`src/rtl/boot_sram_arbiter.sv`:
```
// Round-robin arbiter between the flash (r0) and UART (r1) boot loaders sharing
// one SRAM write port; holds the CPU in reset until a flash image has landed.
module boot_sram_arbiter #(
    parameter int unsigned TIMEOUT = 255
) (
    input  logic        i_clk,
    input  logic        i_rst_n,
    input  logic        r0_valid,
    input  logic [9:0]  r0_addr,
    input  logic [15:0] r0_data,
    input  logic        r0_last,
    output logic        r0_ready,
    input  logic        r1_valid,
    input  logic [9:0]  r1_addr,
    input  logic [15:0] r1_data,
    input  logic        r1_last,
    output logic        r1_ready,
    output logic [9:0]  sram_addr,
    output logic [15:0] sram_data,
    output logic        sram_wen,
    output logic [1:0]  grant,
    output logic        cpu_rst_n,
    output logic        abort
);

    localparam logic [7:0] TIMEOUT_CNT = 8'(TIMEOUT);

    typedef enum logic {IDLE, BURST} state_t;

    state_t      state_q, state_d;
    logic        owner_q, owner_d;   // 0 = r0, 1 = r1
    logic        last_q, last_d;     // last-granted requester
    logic [7:0]  idle_q, idle_d;
    logic        boot_q, boot_d;
    logic [9:0]  addr_d;
    logic [15:0] data_d;
    logic        wen_d, abort_d;
    logic        own_valid, own_last;
    logic [9:0]  own_addr;
    logic [15:0] own_data;

    always_comb begin
        state_d   = state_q;
        owner_d   = owner_q;
        last_d    = last_q;
        idle_d    = idle_q;
        boot_d    = boot_q;
        addr_d    = sram_addr;
        data_d    = sram_data;
        wen_d     = 1'b1;
        abort_d   = 1'b0;
        own_valid = owner_q ? r1_valid : r0_valid;
        own_last  = owner_q ? r1_last  : r0_last;
        own_addr  = owner_q ? r1_addr  : r0_addr;
        own_data  = owner_q ? r1_data  : r0_data;
        r0_ready  = (state_q == BURST) && !owner_q;
        r1_ready  = (state_q == BURST) && owner_q;
        grant     = '0;
        if (state_q == BURST) grant = owner_q ? 2'b10 : 2'b01;
        cpu_rst_n = boot_q && (state_q == IDLE);

        case (state_q)
            IDLE: begin
                if (r0_valid || r1_valid) begin
                    owner_d = (r0_valid && r1_valid) ? ~last_q : r1_valid;
                    last_d  = owner_d;
                    idle_d  = '0;
                    state_d = BURST;
                end
            end
            BURST: begin
                // A beat offered while the counter sits at TIMEOUT is still taken:
                // ready is already high, so dropping it would lose data.
                if (own_valid) begin
                    wen_d  = 1'b0;
                    addr_d = own_addr;
                    data_d = own_data;
                    idle_d = '0;
                    if (own_last) begin
                        state_d = IDLE;
                        if (!owner_q) boot_d = 1'b1;
                    end
                end else if (idle_q == TIMEOUT_CNT) begin
                    state_d = IDLE;
                    abort_d = 1'b1;
                    idle_d  = '0;
                end else begin
                    idle_d = idle_q + 8'd1;
                end
            end
            default: state_d = IDLE;
        endcase
    end

    always_ff @(posedge i_clk) begin
        if (!i_rst_n) begin
            state_q   <= IDLE;
            owner_q   <= 1'b0;
            last_q    <= 1'b1;
            idle_q    <= '0;
            boot_q    <= 1'b0;
            sram_addr <= '0;
            sram_data <= '0;
            sram_wen  <= 1'b1;
            abort     <= 1'b0;
        end else begin
            state_q   <= state_d;
            owner_q   <= owner_d;
            last_q    <= last_d;
            idle_q    <= idle_d;
            boot_q    <= boot_d;
            sram_addr <= addr_d;
            sram_data <= data_d;
            sram_wen  <= wen_d;
            abort     <= abort_d;
        end
    end

endmodule

```
`config.mk`:
```
export PLATFORM = sky130hd
export DESIGN_NAME = boot_sram_arbiter
export DESIGN_NICKNAME = d
export VERILOG_FILES = /design/src/rtl/boot_sram_arbiter.sv
export SDC_FILE = /design/constraint.sdc
export NUM_CORES = 1
export LEC_CHECK = 0
export BUFFER_PORTS_ARGS = -buffer_cell sky130_fd_sc_hd__buf_2
export CORE_MARGIN = 3
export CORE_UTILIZATION = 45
export CTS_BUF_LIST = sky130_fd_sc_hd__clkbuf_2 sky130_fd_sc_hd__clkbuf_4 sky130_fd_sc_hd__clkbuf_8
export DETAILED_ROUTE_END_ITERATION = 7
export PLACE_DENSITY = 0.81
export SYNTH_ARGS = -nofsm -noshare
export SYNTH_HDL_FRONTEND = slang
export SYNTH_SLANG_ARGS = --single-unit
```
`constraint.sdc`:
```
create_clock -name i_clk -period 2 [get_ports i_clk]
set_input_delay 0.5 -clock i_clk [delete_from_list [all_inputs] [get_ports i_clk]]
set_output_delay 0.5 -clock i_clk [all_outputs]
set_load 0.02 [all_outputs]
```
==> flow_metrics.py, run 1 <==
metrics = {
    "outcome": {
        "status": "finished clean",
    },
    "timing": {
        "hold_ws_ns": 0.444,
        "final_max_slew_viol_count": 0,
        "max_freq_mhz": 545,
        "skew_ns": 0.00299,
        "hold_violations": 0,
        "tns_ns": 0,
        "layout_min_cycle_time_ns": 1.83,
        "period_share_pct": 91.7,
        "rsz0062_at_grt": "false",
        "setup_violations": 0,
        "worst_pin_slew_ns": 0.459,
        "slew_headroom_pct": 69.0,
    },
    "cts": {
        "path_clk_slew_ns": 0.07,
        "cts_resized": 0,
        "clock_latency_ns": 0.28,
        "cts_tree": "done",
        "cts_root_buf": "clkbuf_8",
        "cts_inserted_buffers": 5,
        "cts-htree-levels": 2,
        "clockBufferDepth": 2,
        "hold_buffers": 0,
        "postCtsSetupBuffers": 0,
        "cts_num_sinks": 40,
    },
    "synthesis": {
        "ys_seq_elements": 40,
        "syn_area_per_cell_sq_um": 9.29,
        "yosys.area.top_type_share_pct": 44.4,
        "synth-async-reset-ratio_pct": 0,
        "synth_area_leaders": "dfxtp_1 (44%), mux2i_1 (14%), a211oi_1 (11%)",
        "syn-num-nets": 253,
        "synth_warnings": 0,
        "synthesis.instances": 194,
        "syn_area_sq_mm": 0.00180,
        "ys.flop_type": "dfxtp_1",
        "synth_common_cells": "dfxtp_1 (40), nor2_1 (37), a211oi_1 (26), mux2i_1 (26), buf_2 (10)",
        "yosysSeqAreaShare_pct": 44.4,
        "synth_edf_count": 0,
        "yosysMostFrequentCell": "dfxtp_1",
        "synth_top_area_cell": "dfxtp_1",
        "synth.distinct_cells": 30,
    },
    "critical_path": {
        "worst-path-buf-inv": 2,
        "reg2reg_slack_ns": 0.33,
        "critical_path.max_fanout": 11,
        "cp_slowest_cell": "dfxtp_1",
        "critPathMaxStageDelay_ns": 0.51,
        "path_cells": "inv_1 -> nor2_1 -> buf_2",
        "critical-path-top-delay-family": "flip-flops",
        "worstPathArrival_ns": 1.33,
        "crit_type": "reg -> out",
        "startpoint_type": "flop",
        "crit_path_end_kind": "output port",
        "cp.required_ns": 1.50,
    },
    "global_routing": {
        "grt_pass1_vias": 1587,
        "track_usage_pct": 18.0,
        "antenna_found_initial": 0,
        "grt_pass1_wl_mm": 7.16,
        "globalRouteOverflowTotal": 0,
        "grt_max_degree": 31,
    },
    "cells_and_area": {
        "multi_input_area_sq_um": 911,
        "drive_gt1_share_pct": 37.9,
        "diodes": 0,
        "fillers": 347,
        "fin_nets": 339,
        "area.growth.synth_to_final_pct": 30.5,
        "seq_area_sq_um": 802,
    },
    "pwr": {
        "p_leak_nw": 1.05,
        "pwr-share-seq_pct": 49.9,
        "combinationalPowerShare_pct": 21.5,
        "p_int_mw": 1.26,
        "pwr-share-clk_pct": 28.6,
        "p_per_area_mw_per_mm2": 751,
        "switching_share_pct": 28.6,
        "peakVddDrop_mv": 0.577,
        "p_switching_uw": 505,
    },
    "die": {
        "die_area_sq_mm": 0.00480,
        "fp.dieH_um": 69.3,
        "core-area_sq_mm": 0.00377,
        "row_count": 22,
        "die_w_um": 69.3,
        "ioPinCount": 91,
        "initial_core_util_pct": 47.8,
    },
    "detailed_routing": {
        "drc_errors": 0,
        "wirelength_mm": 4.23,
        "first_pass_iters": 4,
        "initialDrtViolationCount": 44,
        "via_per_inst": 5.19,
        "vias": 1701,
        "ant_nets": 0,
        "routedWlPerCell_um": 12.9,
    },
    "placement": {
        "gp_congestion": 0.815,
        "portBuffers": 90,
        "dpl.hpwl_mm": 3.23,
    },
    "worst_hold_path": {
        "holdCritPathClass": "in -> reg",
    },
    "flow_run": {
        "maxCapViolCount": 0,
    },
}
-- flip-flops by register name, summed over array words and instances (netlist names) --
register / cells
abort: 1
boot_q: 1
idle_q: 8
last_q: 1
owner_q: 1
sram_addr: 10
sram_data: 16
sram_wen: 1
state_q: 1
-- metal layers --
layer	track usage, %	wire (um)
met1	21.0	1780
met3	6.09	345
met2	30.3	2050
met4	6.94	54
met5	0	0
-- path summary, 6_finish.rpt --
kind                            startpoint         to  cells past startpoint
worst max-delay path               state_q   r0_ready                      3
worst min-delay path               i_rst_n   sram_wen                      2
worst max register to register   idle_q[0]  idle_q[3]                      5
worst min register to register      boot_q     boot_q                      2
-- logic make-up after synthesis --
family                     count (synthesis)  share of synthesized area (%)
xor gates and xnor gates                   4                           1.94
AOI/OAI and AO/OA                         41                           16.7
adders and majority gates                  1                          0.694
and+or+nand+nor                           62                           15.5
muxes                                     27                           15.7
buffers and inverters                     19                           5.07
DFF                                       40                           44.4
-- through the flow --
| step | total power [mW] | instances | worst slack (ns) | util [%] | instance area, sq um |
|---|---|---|---|---|---|
| after floorplan | 1.15 | 194 | 0.207 | - | 1800 |
| after global placement | 1.27 | 321 | 0.402 | 60.3 | 2270 |
| after detailed placement | 1.28 | 321 | 0.350 | 60.3 | 2270 |
| after CTS | 1.79 | 328 | 0.165 | 62.4 | 2350 |
| after global routing | 1.87 | 328 | 0.0614 | 62.4 | 2350 |
| final | 1.77 | 328 | 0.166 | 62.4 | 2350 |
-- layout by cell type, fill, tap and decap left out, types with 3 or more instances in the layout --
| cell type | instances |
|---|---|
| buf_2 | 90 |
| dfxtp_1 | 39 |
| nor2_1 | 37 |
| mux2i_1 | 26 |
| a211oi_1 | 26 |
| nand2_1 | 8 |
| clkbuf_8 | 5 |
| buf_4 | 5 |
| nand4_1 | 4 |
| inv_1 | 3 |
| o21ai_0 | 3 |
| a21oi_1 | 3 |
| a31oi_1 | 3 |
| xor2_1 | 3 |
-- power by group through the flow --
stage	logic [mW]	registers [mW]	clock network (mW)
5_1_grt	0.420	0.891	0.556
3_3_place_gp	0.375	0.898	0
2_1_floorplan	0.197	0.948	0
6_report	0.380	0.882	0.505
4_1_cts	0.384	0.882	0.524
3_5_place_dp	0.382	0.900	0
-- area by class of cell --
type                            instances  area share, %
Multi-Input combinational cell        135           38.7
Clock buffer                            6           3.24
Tap cell                               48           2.55
Clock inverter                          1          0.213
Timing Repair Buffer                   95           20.7
Inverter                                3          0.478
Sequential cell                        40           34.1
Power figures use the tool's default switching activity.
==> run 2: changes to the inputs <==
Settings changed: MAX_ROUTING_LAYER set to met4.
==> flow_metrics.py, run 2 (synthesis results as in run 1) <==
metrics = {
    "outcome": {
        "status": "finished clean",
    },
    "cells_and_area": {
        "area.growth.synth_to_final_pct": 30.5,
        "mostFrequentLayoutCells": "buf_2 (90), dfxtp_1 (39), nor2_1 (37)",
        "top_regs": "sram_data (16), sram_addr (10), idle_q (8)",
        "diodes": 0,
        "regMostFlops": "sram_data",
        "largest_register_ffs": 16,
        "fillers": 347,
        "final_common_cell": "buf_2",
        "fin_nets": 339,
        "drive_gt1_share_pct": 37.9,
    },
    "cts": {
        "cts_root_buf": "clkbuf_8",
        "cts_tree": "done",
        "cts_inserted_buffers": 5,
        "hold_buffers": 0,
        "cts-htree-levels": 2,
        "cts_resized": 0,
        "clock_latency_ns": 0.29,
        "cts_num_sinks": 40,
        "postCtsSetupBuffers": 0,
        "path_clk_slew_ns": 0.07,
        "clockBufferDepth": 2,
    },
    "detailed_routing": {
        "wl_met3_um": 323,
        "ant_nets": 0,
        "first_pass_iters": 4,
        "initialDrtViolationCount": 49,
        "routedWlPerCell_um": 12.9,
        "wl_met2_mm": 1.99,
        "vias": 1708,
        "via_per_inst": 5.21,
        "m1WireLength_mm": 1.83,
        "highest_layer": "met4",
        "wirelength_mm": 4.22,
        "drc_errors": 0,
    },
    "worst_hold_path": {
        "holdCritPathClass": "in -> reg",
    },
    "pwr": {
        "total_power_mw": 1.77,
        "p_leak_nw": 1.05,
        "peakVddDrop_mv": 0.584,
        "p_per_area_mw_per_mm2": 753,
    },
    "timing": {
        "rsz0062_at_grt": "false",
        "slew_headroom_pct": 68.8,
        "skew_ns": 0.00265,
        "hold_ws_ns": 0.440,
        "setup_violations": 0,
        "hold_violations": 0,
        "final_max_slew_viol_count": 0,
        "tns_ns": 0,
        "worst_pin_slew_ns": 0.462,
        "period_share_pct": 92.2,
        "layout_min_cycle_time_ns": 1.84,
        "max_freq_mhz": 542,
    },
    "flow_run": {
        "maxCapViolCount": 0,
    },
    "global_routing": {
        "grt_pass1_wl_mm": 7.17,
        "antenna_found_initial": 0,
        "globalRouteOverflowTotal": 0,
        "grt_max_degree": 31,
        "grt_pass1_vias": 1594,
        "track_usage_pct": 18.5,
    },
    "die": {
        "row_count": 22,
        "fp.dieH_um": 69.3,
        "die_w_um": 69.3,
        "ioPinCount": 91,
        "initial_core_util_pct": 47.8,
        "die_area_sq_mm": 0.00480,
        "core-area_sq_mm": 0.00377,
    },
    "critical_path": {
        "critical_path.max_fanout": 11,
        "worstPathArrival_ns": 1.34,
        "cp.required_ns": 1.50,
        "startpoint_type": "flop",
        "crit_type": "reg -> out",
        "crit_path_end_kind": "output port",
    },
    "placement": {
        "dpl.hpwl_mm": 3.23,
        "gp_congestion": 0.828,
        "portBuffers": 90,
    },
}
[run 2: cell counts in the layout (fill, tap and decap cells not counted)]
No cell type changed its count.
[run 2: path summary, 6_finish.rpt]
check                           slack (ns)         to  cells after the start      start
worst min register to register        0.48     boot_q                      2     boot_q
worst max-delay path                  0.16   r0_ready                      3    state_q
worst min-delay path                  0.44   sram_wen                      2    i_rst_n
worst max register to register        0.32  idle_q[3]                      5  idle_q[0]
[run 2: power breakdown]
part | internal (mW) | switching (mW)
logic | 0.161 | 0.218
clock network | 0.251 | 0.259
registers | 0.850 | 0.0321
total | 1.26 | 0.510
[run 2: per-layer routing]
layer / up-vias / track usage (%)
li1: 876 / -
met2: 76 / 30.5
met3: 9 / 4.64
met1: 747 / 21.2
met5: - / -
met4: 0 / 8.24
[run 2: cell type report]
| type | instances | area, sq um | area share (%) |
|---|---|---|---|
| clock buffer | 6 | 76.3 | 3.24 |
| inverter | 3 | 11.3 | 0.478 |
| timing repair buffer | 95 | 488 | 20.7 |
| tap | 48 | 60.1 | 2.55 |
| sequential | 40 | 802 | 34.1 |
| multi-input combinational | 135 | 911 | 38.7 |
| clock inverter | 1 | 5.00 | 0.213 |
[run 2: stage by stage]
| stage | utilization, % | std cells | worst slack [ns] | cell area [sq um] |
|---|---|---|---|---|
| floorplan | - | 194 | 0.207 | 1800 |
| global placement | 60.3 | 321 | 0.402 | 2270 |
| detailed placement | 60.3 | 321 | 0.350 | 2270 |
| CTS | 62.4 | 328 | 0.165 | 2350 |
| global route | 62.4 | 328 | 0.0658 | 2350 |
| finish | 62.4 | 328 | 0.157 | 2350 |
[run 2: worst max-delay path, cell delays in order (launching register included)]
cell     delay (ns)
dfxtp_1        0.52
inv_1          0.18
nor2_1         0.17
buf_2          0.19
==> run 3: changes to the inputs <==
Settings changed: PLACE_DENSITY 0.81 to 0.82.
==> flow_metrics.py, run 3 (synthesis results as in run 1) <==
metrics = {
    "cts": {
        "path_clk_slew_ns": 0.07,
        "clockBufferDepth": 2,
        "cts-htree-levels": 2,
        "cts_num_sinks": 40,
        "cts_resized": 0,
        "hold_buffers": 0,
        "cts_root_buf": "clkbuf_8",
        "postCtsSetupBuffers": 0,
        "cts_inserted_buffers": 5,
        "cts_tree": "done",
        "clock_latency_ns": 0.29,
    },
    "placement": {
        "pre_cts_ws_ns": 0.389,
        "portBuffers": 90,
        "gp_congestion": 0.849,
        "dpl.hpwl_mm": 3.06,
    },
    "critical_path": {
        "cp.required_ns": 1.50,
        "cp_slowest_cell": "dfxtp_1",
        "critical_path.max_fanout": 11,
        "worstPathArrival_ns": 1.33,
        "reg2reg_slack_ns": 0.35,
        "startpoint_type": "flop",
        "r2r_cells": 5,
        "crit_path_end_kind": "output port",
        "path_cells": "inv_1 -> nor2_1 -> buf_2",
        "r2r-end": "idle_q[2]",
        "critPathMaxStageDelay_ns": 0.49,
        "crit_type": "reg -> out",
        "r2r-start": "idle_q[0]",
    },
    "global_routing": {
        "grt_max_degree": 33,
        "antenna_found_initial": 0,
        "globalRouteOverflowTotal": 0,
        "grt_pass1_vias": 1583,
        "grt_pass1_wl_mm": 7.02,
        "track_usage_pct": 17.9,
    },
    "die": {
        "core-area_sq_mm": 0.00377,
        "die_area_sq_mm": 0.00480,
        "die_w_um": 69.3,
        "row_count": 22,
        "fp.dieH_um": 69.3,
        "initial_core_util_pct": 47.8,
        "ioPinCount": 91,
    },
    "timing": {
        "skew_ns": 0.00685,
        "layout_min_cycle_time_ns": 1.83,
        "setup_slack_ns": 0.165,
        "tns_ns": 0,
        "slew_headroom_pct": 69.5,
        "max_freq_mhz": 545,
        "setup_violations": 0,
        "rsz0062_at_grt": "false",
        "final_max_slew_viol_count": 0,
        "period_share_pct": 91.7,
        "worst_pin_slew_ns": 0.452,
        "hold_violations": 0,
        "hold_ws_ns": 0.443,
    },
    "cells_and_area": {
        "drive_gt1_share_pct": 37.9,
        "largest_register_ffs": 16,
        "fillers": 341,
        "mostFrequentLayoutCells": "buf_2 (90), dfxtp_1 (39), nor2_1 (37)",
        "fin_nets": 338,
        "final_common_cell": "buf_2",
        "diodes": 0,
        "utilization_pct": 63.3,
        "top_regs": "sram_data (16), sram_addr (10), idle_q (8)",
        "area.growth.synth_to_final_pct": 32.5,
        "regMostFlops": "sram_data",
    },
    "detailed_routing": {
        "first_pass_iters": 4,
        "drc_errors": 0,
        "wirelength_mm": 3.99,
        "initialDrtViolationCount": 82,
        "ant_nets": 0,
        "vias": 1678,
        "via_per_inst": 5.12,
        "routedWlPerCell_um": 12.2,
    },
    "pwr": {
        "p_per_area_mw_per_mm2": 801,
        "peakVddDrop_mv": 0.715,
        "p_leak_nw": 1.07,
    },
    "flow_run": {
        "maxCapViolCount": 0,
    },
    "outcome": {
        "status": "finished clean",
    },
    "worst_hold_path": {
        "min_from": "i_rst_n",
        "worstHoldEndpoint": "sram_wen",
        "min_path_cells": 2,
        "holdCritPathClass": "in -> reg",
    },
}
-- run 3: routing by layer --
metal  track usage [%]  share of wire [%]
met2              28.9                 46
met3              4.35                6.9
met5                 -                  0
met1              22.0                 45
met4              5.86                1.9
-- run 3: critical path: cells and delay by family, from the launching register on --
family	cells	cell delay, ns
buffers and inverters	2	0.37
AND/OR/NAND/NOR	1	0.19
flip-flops	1	0.49
-- run 3: cell type report --
class | instances | area [sq um] | share of cell area [%]
multi-input combinational | 135 | 911 | 38.1
tap | 48 | 60.1 | 2.51
clock inverter | 2 | 35.0 | 1.47
sequential | 40 | 802 | 33.6
inverter | 3 | 11.3 | 0.471
clock buffer | 6 | 76.3 | 3.20
timing repair buffer | 94 | 493 | 20.6
-- run 3: report_power, final --
group | switching (mW) | internal [mW]
registers | 0.0318 | 0.850
clock network | 0.268 | 0.384
logic | 0.216 | 0.162
total | 0.516 | 1.40
-- run 3: stage by stage --
| stage | instances | power (mW) | area (sq um) |
|---|---|---|---|
| 6_report | 328 | 1.91 | 2390 |
| 5_1_grt | 328 | 2.01 | 2390 |
| 4_1_cts | 328 | 1.93 | 2390 |
| 3_5_place_dp | 320 | 1.28 | 2280 |
| 3_3_place_gp | 320 | 1.27 | 2280 |
| 2_1_floorplan | 194 | 1.15 | 1800 |
-- run 3: how the worst max path moves through the flow --
| stage | startpoint | to | slack (ns) | depth (start not counted) |
|---|---|---|---|---|
| 3_5_place_dp | r0_valid | idle_q[3] | 0.39 | 5 |
| 2_1_floorplan | owner_q | grant[1] | 0.21 | 5 |
| 4_1_cts | state_q | grant[0] | 0.15 | 3 |
| 3_3_place_gp | r0_valid | idle_q[3] | 0.41 | 5 |
| 5_1_grt | state_q | grant[0] | 0.04 | 3 |
| 6_report | state_q | grant[0] | 0.17 | 3 |
